### config.mk
export PLATFORM = sky130hd
export DESIGN_NAME = seg7_priority_decoder
export DESIGN_NICKNAME = d
export VERILOG_FILES = /design/src/rtl/seg7_pkg.sv /design/src/rtl/seg7_classify.sv /design/src/rtl/seg7_priority_decoder.sv
export SDC_FILE = /design/constraint.sdc
export NUM_CORES = 1
export LEC_CHECK = 0
export ABC_AREA = 1
export CAP_MARGIN = 10
export CELL_PAD_IN_SITES_DETAIL_PLACEMENT = 1
export CELL_PAD_IN_SITES_GLOBAL_PLACEMENT = 1
export CORE_ASPECT_RATIO = 0.6
export CORE_UTILIZATION = 40
export CTS_CLUSTER_SIZE = 40
export DETAILED_ROUTE_END_ITERATION = 6
export PLACE_DENSITY = 0.87
export SKIP_CTS_REPAIR_TIMING = 1
export SYNTH_ARGS = -nofsm -noshare
export SYNTH_HDL_FRONTEND = slang
export SYNTH_SLANG_ARGS = --single-unit
### constraint.sdc
create_clock -name clk -period 2.4 [get_ports clk]
set_clock_uncertainty 0.15 [all_clocks]
set_input_delay 0.24 -clock clk [delete_from_list [all_inputs] [get_ports clk]]
set_output_delay 0.24 -clock clk [all_outputs]
set_load 0.03 [all_outputs]
### src/rtl/seg7_pkg.sv
// Shared constants and types for the 7-segment priority decoder.
// Glyphs are stored gfedcba; index k holds the glyph for digit k.
package seg7_pkg;

  localparam logic [7:0][6:0] GLYPH = {
    7'h07, 7'h7D, 7'h6D, 7'h66, 7'h4F, 7'h5B, 7'h06, 7'h3F
  };

  // {none, segments} for a blank display: decimal point high, no segments lit
  localparam logic [7:0] BLANK = 8'h80;

  typedef enum logic [1:0] {
    IDLE,
    SETTLE,
    PRESENT
  } state_t;

  typedef enum logic [1:0] {
    KIND_DIGIT,
    KIND_BLANK,
    KIND_ILLEGAL
  } kind_t;

endpackage

### src/rtl/seg7_classify.sv
// Combinational classifier: maps a registered {none, segments} sample to
// digit / blank / illegal, plus the digit index when it is a digit.
module seg7_classify
  import seg7_pkg::*;
(
  input  logic [7:0] pattern,
  output kind_t      kind,
  output logic [2:0] code
);

  // Match the sample against the blank pattern and the eight digit glyphs
  always_comb begin
    kind = KIND_ILLEGAL;
    code = 3'd0;
    if (pattern == BLANK) begin
      kind = KIND_BLANK;
    end else if (!pattern[7]) begin
      for (int i = 0; i < 8; i++) begin
        if (pattern[6:0] == GLYPH[i]) begin
          kind = KIND_DIGIT;
          code = 3'(i);
        end
      end
    end
  end

endmodule

### src/rtl/seg7_priority_decoder.sv
// Recovers the bit index from a 7-segment pattern plus decimal point.
// A pattern is reported once it has been stable for STABLE_CYCLES samples,
// and each distinct pattern is reported only once, over a valid/ready port.
// Optional feature: define SEG7_ERR_CNT_EN to add the saturating err_count
// output counting accepted illegal reports.
module seg7_priority_decoder
  import seg7_pkg::*;
#(
  parameter int STABLE_CYCLES = 4
) (
  input  logic       clk,
  input  logic       rst,
  input  logic [6:0] segments,
  input  logic       none,
  output logic       out_valid,
  input  logic       out_ready,
  output logic [2:0] out_code,
  output logic [7:0] out_onehot,
  output logic       out_none,
  output logic       out_err
`ifdef SEG7_ERR_CNT_EN
  ,
  output logic [7:0] err_count
`endif
);

  localparam int CW = (STABLE_CYCLES > 1) ? $clog2(STABLE_CYCLES) : 1;
  localparam logic [CW-1:0] CNT_MAX = CW'(STABLE_CYCLES - 1);

  logic [7:0]    sample_q, sample_d;
  logic [CW-1:0] cnt_q, cnt_d;
  logic          primed_q, primed_d;
  logic [7:0]    last_q, last_d;
  logic          last_vld_q, last_vld_d;
  logic [7:0]    rep_q, rep_d;
  state_t        state_q, state_d;
  logic          out_valid_q, out_valid_d;
  logic [2:0]    out_code_q, out_code_d;
  logic [7:0]    out_onehot_q, out_onehot_d;
  logic          out_none_q, out_none_d;
  logic          out_err_q, out_err_d;
`ifdef SEG7_ERR_CNT_EN
  logic [7:0]    err_count_q, err_count_d;
`endif

  kind_t      kind;
  logic [2:0] code;
  logic       is_new;

  seg7_classify u_classify (
    .pattern (sample_q),
    .kind    (kind),
    .code    (code)
  );

  // primed_q keeps the post-reset zero sample from looking stable when
  // STABLE_CYCLES is 1 and the counter is already at its limit.
  // Next-state logic for the sampler, stability counter, FSM and outputs
  always_comb begin
    sample_d     = {none, segments};
    primed_d     = 1'b1;
    last_d       = last_q;
    last_vld_d   = last_vld_q;
    rep_d        = rep_q;
    state_d      = state_q;
    out_valid_d  = out_valid_q;
    out_code_d   = out_code_q;
    out_onehot_d = out_onehot_q;
    out_none_d   = out_none_q;
    out_err_d    = out_err_q;
`ifdef SEG7_ERR_CNT_EN
    err_count_d  = err_count_q;
`endif

    is_new = !last_vld_q || (sample_q != last_q);

    if (sample_d != sample_q) begin
      cnt_d = '0;
    end else if (cnt_q == CNT_MAX) begin
      cnt_d = cnt_q;
    end else begin
      cnt_d = cnt_q + 1'b1;
    end

    case (state_q)
      IDLE: begin
        if (is_new) begin
          state_d = SETTLE;
        end
      end
      SETTLE: begin
        if (is_new && primed_q && (cnt_q == CNT_MAX)) begin
          state_d      = PRESENT;
          rep_d        = sample_q;
          out_valid_d  = 1'b1;
          out_code_d   = (kind == KIND_DIGIT) ? code : 3'd0;
          out_onehot_d = (kind == KIND_DIGIT) ? (8'd1 << code) : 8'd0;
          out_none_d   = (kind == KIND_BLANK);
          out_err_d    = (kind == KIND_ILLEGAL);
        end else if (!is_new) begin
          state_d = IDLE;
        end
      end
      PRESENT: begin
        if (out_ready) begin
          state_d     = SETTLE;
          out_valid_d = 1'b0;
          last_d      = rep_q;
          last_vld_d  = 1'b1;
`ifdef SEG7_ERR_CNT_EN
          if (out_err_q && (err_count_q != 8'hFF)) begin
            err_count_d = err_count_q + 8'd1;
          end
`endif
        end
      end
      default: begin
        state_d = SETTLE;
      end
    endcase
  end

  // State register with synchronous reset
  always_ff @(posedge clk) begin
    if (rst) begin
      sample_q     <= 8'd0;
      cnt_q        <= '0;
      primed_q     <= 1'b0;
      last_q       <= 8'd0;
      last_vld_q   <= 1'b0;
      rep_q        <= 8'd0;
      state_q      <= SETTLE;
      out_valid_q  <= 1'b0;
      out_code_q   <= 3'd0;
      out_onehot_q <= 8'd0;
      out_none_q   <= 1'b0;
      out_err_q    <= 1'b0;
`ifdef SEG7_ERR_CNT_EN
      err_count_q  <= 8'd0;
`endif
    end else begin
      sample_q     <= sample_d;
      cnt_q        <= cnt_d;
      primed_q     <= primed_d;
      last_q       <= last_d;
      last_vld_q   <= last_vld_d;
      rep_q        <= rep_d;
      state_q      <= state_d;
      out_valid_q  <= out_valid_d;
      out_code_q   <= out_code_d;
      out_onehot_q <= out_onehot_d;
      out_none_q   <= out_none_d;
      out_err_q    <= out_err_d;
`ifdef SEG7_ERR_CNT_EN
      err_count_q  <= err_count_d;
`endif
    end
  end

  assign out_valid  = out_valid_q;
  assign out_code   = out_code_q;
  assign out_onehot = out_onehot_q;
  assign out_none   = out_none_q;
  assign out_err    = out_err_q;
`ifdef SEG7_ERR_CNT_EN
  assign err_count  = err_count_q;
`endif

endmodule

Yosys cells after proc, flatten, opt, wreduce, memory -nomap -nowiden. Cells that the tools add are included.

Input port bits: 11. Word-level logic and storage cells: 76. Register bits: 44. Output and inout bits: 14.

Reductions and logical operators: 12. Multiplexer cells: 30. Equal/unequal tests: 20. Shifts and indexed selects: 1. $add $sub $neg: 1.

Operator list (number): 7-bit equality test, second input constant (5); 2-bit 2-to-1 mux (16); 3-bit 2-to-1 mux (7); 8-bit != test (2); 7-bit by 3-bit equality test with 1-bit output, second input constant (2); 8-bit equality test, second input constant (1); 8-bit 2-to-1 mux (1); 1-bit by 3-bit << shifter with 8-bit output, first input constant (1); 7-bit by 6-bit equality test with 1-bit output, second input constant (1); 2-bit equality test, second input constant (3); 2-bit != test, second input constant (3); 2-bit case mux with 3 select lines (1); 3-bit AND reduction (2); 2-bit by 1-bit equality test with 1-bit output, second input constant (2); 2-bit logical NOT (2); 1-bit 2-to-1 mux (4); 2-bit AND reduction (2); 3-bit != test, second input constant (1); 2-bit by 1-bit adder with 2-bit output, second input constant (1); 1-bit logical AND (2); 1-bit case mux with 2 select lines (1); 2-bit nonzero test (1); 2-bit OR reduction (1); 1-bit logical NOT (1); 1-bit logical OR (1).

Depth between registers and ports, before layout.
Word-level depth: 13. Mapped depth: 12. Gate-level depth less buffers: 11.

Hierarchy. Synthesis repeated with hierarchy kept, for this count alone.

Cells, all modules: 329. Area total of the unflattened synthesis: 2187.1 um^2.

Modules (own cells, without submodules): seg7_priority_decoder (area an instance 1956.9 um^2, times used 1, cells an instance 276, seq. area each 880.8 um^2); seg7_classify (area an instance 230.2 um^2, times used 1, cells an instance 53, seq. area each 0.0 um^2).

Worst setup path before layout. Ideal clock, no wire load.

Path kind: flip-flop to flip-flop. Start point: register sample_q[6]. End point: register out_onehot_q[2], in the netlist out_onehot[2]. Slack: 0.843 ns. Stages on the path, launching flop included: 13. Setup time: 0.069 ns. Period minus slack after synthesis: 1.557 ns. Data arrival time: 1.338 ns. Required time: 2.181 ns. Buffers on the path: 3. Cells stage by stage: dfxtp_1 > buf_4 > inv_2 > nand2_1 > nand2_1 > nand2_1 > nor2_2 > nand3_2 > nand2_2 > buf_6 > buf_12 > nand2_2 > a21oi_2.

Cells in the longest elaborated chain, start to end: 13. Elaborated cells between the ends (all ways): 36. Classes of those cells: 10 x eq/ne; 1 x shift; 20 x mux; 5 x reduce/logical.

RTL lines: start: declaration (RTL line seg7_priority_decoder.sv:30) `logic [7:0] sample_q, sample_d;`; start signal: assignment (RTL line seg7_priority_decoder.sv:142) `sample_q <= sample_d;`; 7-bit by 6-bit equality test with 1-bit output (RTL line seg7_classify.sv:19) `if (pattern[6:0] == GLYPH[i]) begin`; 2-bit 2-to-1 mux (8 in a row) (RTL line seg7_classify.sv:19); 2-bit 2-to-1 mux (RTL line seg7_classify.sv:17) `end else if (!pattern[7]) begin`; 2-bit 2-to-1 mux (RTL line seg7_classify.sv:15) `if (pattern == BLANK) begin`; 2-bit logical NOT (RTL line seg7_priority_decoder.sv:97) `out_onehot_d = (kind == KIND_DIGIT) ? (8'd1 << code) : 8'd0;`; 8-bit 2-to-1 mux (RTL line seg7_priority_decoder.sv:97); end signal: assignment (RTL line seg7_priority_decoder.sv:151) `out_onehot_q <= out_onehot_d;`; end: declaration (RTL line seg7_priority_decoder.sv:39) `logic [7:0] out_onehot_q, out_onehot_d;`.

Several ways; a longest one is shown, not always the timed one. A chain may end at the register's enable or synchronous reset.

Worst setup path in the final report.
Start point: register sample_q[7]. End point: register rep_q[5].

Cells in the longest elaborated chain, start to end: 5.

RTL lines: 8-bit != test (RTL line seg7_priority_decoder.sv:75) `is_new = !last_vld_q || (sample_q != last_q);`; 1-bit logical OR (RTL line seg7_priority_decoder.sv:75); 1-bit logical AND (2 in a row) (RTL line seg7_priority_decoder.sv:92) `if (is_new && primed_q && (cnt_q == CNT_MAX)) begin`; 2-bit AND reduction (no line); end signal: assignment (RTL line seg7_priority_decoder.sv:147) `rep_q <= rep_d;`; end: declaration (RTL line seg7_priority_decoder.sv:35) `logic [7:0] rep_q, rep_d;`.

Every way passes these cells.

==> results.md <==
* Most used DFF post-synth: dfxtp_1
* Mapped Area at 0.00201 sq mm
* Crit path depth at 9
* Multiplexer share of the synthesized area at 0.00498
* Adder-cell share of the synthesized area at 0.00623
* Slew Viols, Final at 0
* Syn_nets at 292
* Worst hold-check path type: register to register
* RR Endpoint: rep_q[5]$_SDFFE_PP0P_
* Comb power frac at 0.064
* Yosys Warn Count at 0
* Setup crit end: rep_q[5]$_SDFFE_PP0P_
* R2r setup slk at 0.27 ns
* Worst Tran Pin Value at 0.439 ns
* TNS Setup at 0 ns
* Flop and latch count out of synthesis at 44
* Die extent in x at 93.5 microns
* Sequence of cells on the critical path: inv_2 -> a21oi_2 -> nand2_1 -> nor2_2 -> nand3_2 -> nand2_2 -> inv_2 -> o21ai_0 -> a21oi_1
* Post-synth EDFFs at 0
* Crit path kind: register to register
* Fmax at 0.469 GHz
* Post-route DRC at 0
* Sw Share at 0.235
* Area grow syn2layout at 20.2%
* Max clock buf depth at 2
* Synth async-reset ratio at 0
* Clock power frac at 0.421
* Post-synthesis compound-gate area fraction at 0.159
* Max-slew headroom at the worst pin at 0.707
* CTS tree: done
* Area of the multi-input gates at 925 sq um
* Xor-xnor portion of the synthesized cell area at 0.0174
* Pre-Repair DR Iteration Count at 4
* Pre-CTS worst setup slack at 0.319 ns
* Clock sinks at 44
* Cell taking the most area after synthesis: dfxtp_1
* Max-Cap Viols at 0
* Worst-Skew Late Latency at 0.31 ns
* Cell row count at 19
* Total number of vias at 1878
* Unique masters post-synth at 29
* Synth area leaders: dfxtp_1, nand2_1, nor2_1
* Critical Path AT at 2.18 ns
* Synth cell count leaders: nand2_1, dfxtp_1, nor2_1, inv_1, a21oi_1
* Register-to-Register Path Depth at 9
* RR Startpoint: sample_q[7]$_SDFF_PP0_
* # fillers at 615
* Share of layout cells above drive strength 1 at 0.137
* Pwr Total at 1.46 mW
* Port bufs at 24
* Mapped Avg Cell Area at 7.18 sq um
* Simple-gate share of the synthesized area at 0.273
* Pwr/cell area at 604 mW/mm^2
* Post-Syn Instances at 280
* CTS root buffer: clkbuf_8
* Largest family of logic cells by synthesized area: simple AND/OR/NAND/NOR gates
* Nature of the critical path endpoint: register
* Crit share post-route at 0.888
* Leakage at 0.990 nW
* WL/cell at 15.0 microns
* Vias/cell at 5.09
* Routed Wire Length at 5540 microns
* Post-DRT Antenna Nets at 0
* Crit-path max FO at 19
* Psw at 0.343 mW
* Max stage delay cell, worst path: dfxtp_1
* Vias in the first global route at 1917
* N_diodes at 0
* Total track usage at 0.231
* Final Net Count at 317
* Reg power frac at 0.515
* Io pins at 25
* Status: finished clean
* Final Hold Violating Endpoints at 0
* Sequential-to-total area share from yosys stat at 0.438
* Crit path time final at 2.13 ns
* GRT overflow at 0
* Initial DRC count at 159
* Worst vdd ir at 0.260 mV
* Clock-pin slew on the worst setup and hold paths at 0.09 ns
* Global-route wire length before repair at 9390 microns
* Crit path launch type: register
* RePlAce Congestion at 0.865
* FF/Latch Area at 881 sq um
* RSZ-0062 raised after global routing: no
* Endpoints failing setup at 0
* Die area at 0.00532 sq mm
* Largest net degree at the start of global routing at 25
* CTS H-tree lvls at 2
* DP HPWL at 4020 microns
* Internal power at 1.12 mW
* Die height at 56.9 microns
* Count leader, synth: nand2_1
* Crit-path most repeated cell: inv_2
* Top cell family by delay on the critical path: simple AND/OR/NAND/NOR gates
* CP Data Required Time at 2.45 ns
* Start point of the critical path: sample_q[7]$_SDFF_PP0_
* Worst stage delay on the critical path at 0.46 ns
* Initial Utilization at 0.427
* WP buf/inv at 2
* PnR worst setup slack at 0.269 ns
* CTS Buf Count at 5
* Area share of the largest cell type after synthesis at 0.438
* Antenna violations before repair at 0
* Core Area at 0.00471 sq mm
## power by group through the flow
stage	sequential [mW]	combinational [mW]	clock, mW
final	0.752	0.0938	0.614
after global routing	0.753	0.105	0.658
after CTS	0.752	0.0936	0.623
after detailed placement	0.769	0.0924	0
after global placement	0.768	0.0905	0
after floorplan	0.760	0.0602	0
## worst reg2reg max path: cells and delay by family, from the launching register on
kind	cells	cell delay (ns)
flops	1	0.46
simple gates	4	0.62
compound gates	3	0.43
buf+inv	2	0.37
## kinds of logic (layout without fill, tap and decap cells)
kind of cell / Yosys count / in the layout
AND/OR/NAND/NOR: 128 / 128
buffers and inverters: 46 / 72
XOR/XNOR: 4 / 4
flip-flops: 44 / 44
multiplexers: 1 / 1
adder cells (fa/ha/maj): 1 / 1
AO/OA/AOI/OAI: 56 / 56
## routing by layer
| layer | vias to the layer above | routed length [microns] | global-route usage |
|---|---|---|---|
| met3 | 9 | 316 | 0.0556 |
| met4 | 0 | 72 | 0.0681 |
| met2 | 40 | 2210 | 0.318 |
| met5 | - | 0 | 0 |
| li1 | 936 | - | - |
| met1 | 893 | 2940 | 0.352 |
## flip-flops by register name (all words and copies together) (netlist names), 2 cells and up
| register | count |
|---|---|
| last_q | 8 |
| out_onehot | 8 |
| rep_q | 8 |
| sample_q | 8 |
| out_code | 3 |
| cnt_q | 2 |
| state_q | 2 |
## final cells by class
class | count | area share
tap | 63 | 0.0326
clock inverter | 2 | 0.0161
clock buffer | 6 | 0.0342
timing repair buffer | 29 | 0.115
inverter | 35 | 0.0544
multi-input combinational | 190 | 0.383
sequential | 44 | 0.365
## worst min-delay path by stage
stage,startpoint,endpoint,cells after the start
floorplan,segments[2],sample_q[2]$_SDFF_PP0_,2
finish,rep_q[7]$_SDFFE_PP0P_,last_q[7]$_SDFFE_PP0P_,2
CTS,rep_q[7]$_SDFFE_PP0P_,last_q[7]$_SDFFE_PP0P_,2
global placement,out_onehot[0]$_SDFFE_PP0P_,out_onehot[0]$_SDFFE_PP0P_,2
detailed placement,rep_q[7]$_SDFFE_PP0P_,last_q[7]$_SDFFE_PP0P_,2
global route,out_code[1]$_SDFFE_PP0P_,out_code[1]$_SDFFE_PP0P_,2
## cell usage in the layout, fill, tap and decap left out
| master | count |
|---|---|
| nand3_1 | 8 |
| o22ai_1 | 3 |
| a221oi_1 | 1 |
| nor2_2 | 2 |
| buf_4 | 5 |
| clkbuf_8 | 6 |
| mux2i_1 | 1 |
| dfxtp_1 | 44 |
| ha_1 | 1 |
| nand3b_1 | 1 |
| o21ai_0 | 19 |
| inv_1 | 26 |
| nor2_4 | 1 |
| nor2_1 | 42 |
| bufinv_16 | 1 |
| a21oi_2 | 8 |
| nand2_1 | 58 |
| inv_2 | 9 |
| xor2_1 | 4 |
| nand4_1 | 3 |
| nor3_1 | 2 |
| nand3_2 | 1 |
| nand2_2 | 8 |
| clkdlybuf4s50_1 | 24 |
| clkinv_4 | 1 |
| nor4_1 | 2 |
| o21ai_1 | 1 |
| a21oi_1 | 23 |
| a31oi_1 | 1 |
## stage by stage
| stage | instances | cell area (sq um) | hold WS (ns) | utilization |
|---|---|---|---|---|
| final | 369 | 2410 | 0.316 | 0.513 |
| after global routing | 369 | 2410 | 0.341 | 0.513 |
| after CTS | 369 | 2410 | 0.320 | 0.513 |
| after detailed placement | 361 | 2290 | 0.308 | 0.487 |
| after global placement | 361 | 2290 | 0.305 | 0.487 |
| after floorplan | 280 | 2010 | 0.197 | - |
(Power assumes the default switching activity.)
==> RTL change (config.mk and constraints unchanged) <==
Encoding of `state_t`: now one-hot (3 bits for 3 states).
--- a/src/rtl/seg7_pkg.sv
+++ b/src/rtl/seg7_pkg.sv
@@ -9,10 +9,10 @@
   // {none, segments} for a blank display: decimal point high, no segments lit
   localparam logic [7:0] BLANK = 8'h80;
 
-  typedef enum logic [1:0] {
-    IDLE,
-    SETTLE,
-    PRESENT
+  typedef enum logic [2:0] {
+    IDLE    = 3'b001,
+    SETTLE  = 3'b010,
+    PRESENT = 3'b100
   } state_t;
 
   typedef enum logic [1:0] {
Function: no difference found for any inputs over 10 cycles, from zero or initial values and one cycle with rst high; not proved beyond that.
==> RTL change against the original RTL <==
- largest power group unchanged
- sequential cell count increased by 1
- worst hold slack improved by 0.00064 ns
- worst setup slack improved by 0.055 ns
- clock power decreased by 14%
- count of clock-buffer cells in the layout increased by 1
- cell count increased by 6.5%
- cell area increased by 3.4%
- wire length increased by 5.7%
- core utilization decreased by 2.4 points
- synthesized area increased by 6.8%
- first-iteration DRC count decreased by 40%
- synthesized cell count increased by 8.6%
- non-clock buffer count decreased by 2
- power decreased by 4.1%
==> RTL change: results <==
export IMPL_placed_area_um2=2400
export IMPL_power_leakage_nw=1.06
export IMPL_grt_pass1_wl_um=9670
export IMPL_critPathArrivalTime_ns=2.16
export IMPL_grt_use_met3_pct=4.78
export IMPL_grt_pass1_vias=1971
export IMPL_drive_gt1_share_pct=8.87
export IMPL_status="completed"
export IMPL_dp_hpwl_um=4310
export IMPL_rr_worst_depth=10
export IMPL_path_max_fanout=8
export IMPL_viasPerCell=5.13
export IMPL_min_to="out_onehot[5]"
export IMPL_seq_cell_share_pct=36.1
export IMPL_crit_end="out_onehot[4]"
export IMPL_gp_congestion=0.887
export IMPL_synthCells=304
export IMPL_synth_seq_area_share_pct=42.0
export IMPL_use_met1_pct=33.7
export IMPL_area_growth_pct=16.4
export IMPL_startpoint="sample_q[6]"
export IMPL_syn_nets=316
export IMPL_nonClkBufAreaFrac_pct=10.5
export IMPL_wl_per_cell_um=14.9
export IMPL_slowest_delay_ns=0.55
export IMPL_comb_multi_input_count=204
export IMPL_holdCritStartpoint="out_onehot[5]"
export IMPL_multi_input_area_share_pct=39.4
export IMPL_final_util_pct=48.9
export IMPL_timing_hold_ws_ns=0.317
export IMPL_route_met3_wl_um=264
export IMPL_ir_worst_vdd_v=0.000332
export IMPL_fin_crit_sh_pct=86.5
export IMPL_dp_cells=385
export IMPL_grtUsageTotal_pct=22.9
RTL change: cell families (layout without fill, tap and decap cells):
| family | Yosys count | after routing | share of synthesized area [%] |
|---|---|---|---|
| AOI/OAI and AO/OA | 53 | 53 | 13.6 |
| muxes | 1 | 1 | 0.466 |
| xor gates and xnor gates | 5 | 5 | 2.04 |
| adders and majority gates | 1 | 1 | 0.583 |
| and+or+nand+nor | 144 | 144 | 29.2 |
| buffers and inverters | 55 | 78 | 12.1 |
| DFF | 45 | 45 | 42.0 |
RTL change: worst reg2reg max path, stage by stage (launching register included):
cell and delay (ns):
dfxtp_1 0.55, inv_1 0.19, nor2_1 0.16, nand2_1 0.08, nand2_2 0.10, nor2_2 0.05, nor2_1 0.22, inv_2 0.10
nor2_2 0.19, nand2_1 0.07, a21oi_1 0.14
RTL change: where the power goes:
part,switching (mW),internal (mW),total (mW)
Sequential,0.0149,0.754,0.769
Combinational,0.0609,0.0410,0.102
Clock,0.269,0.261,0.530
Total,0.345,1.06,1.40
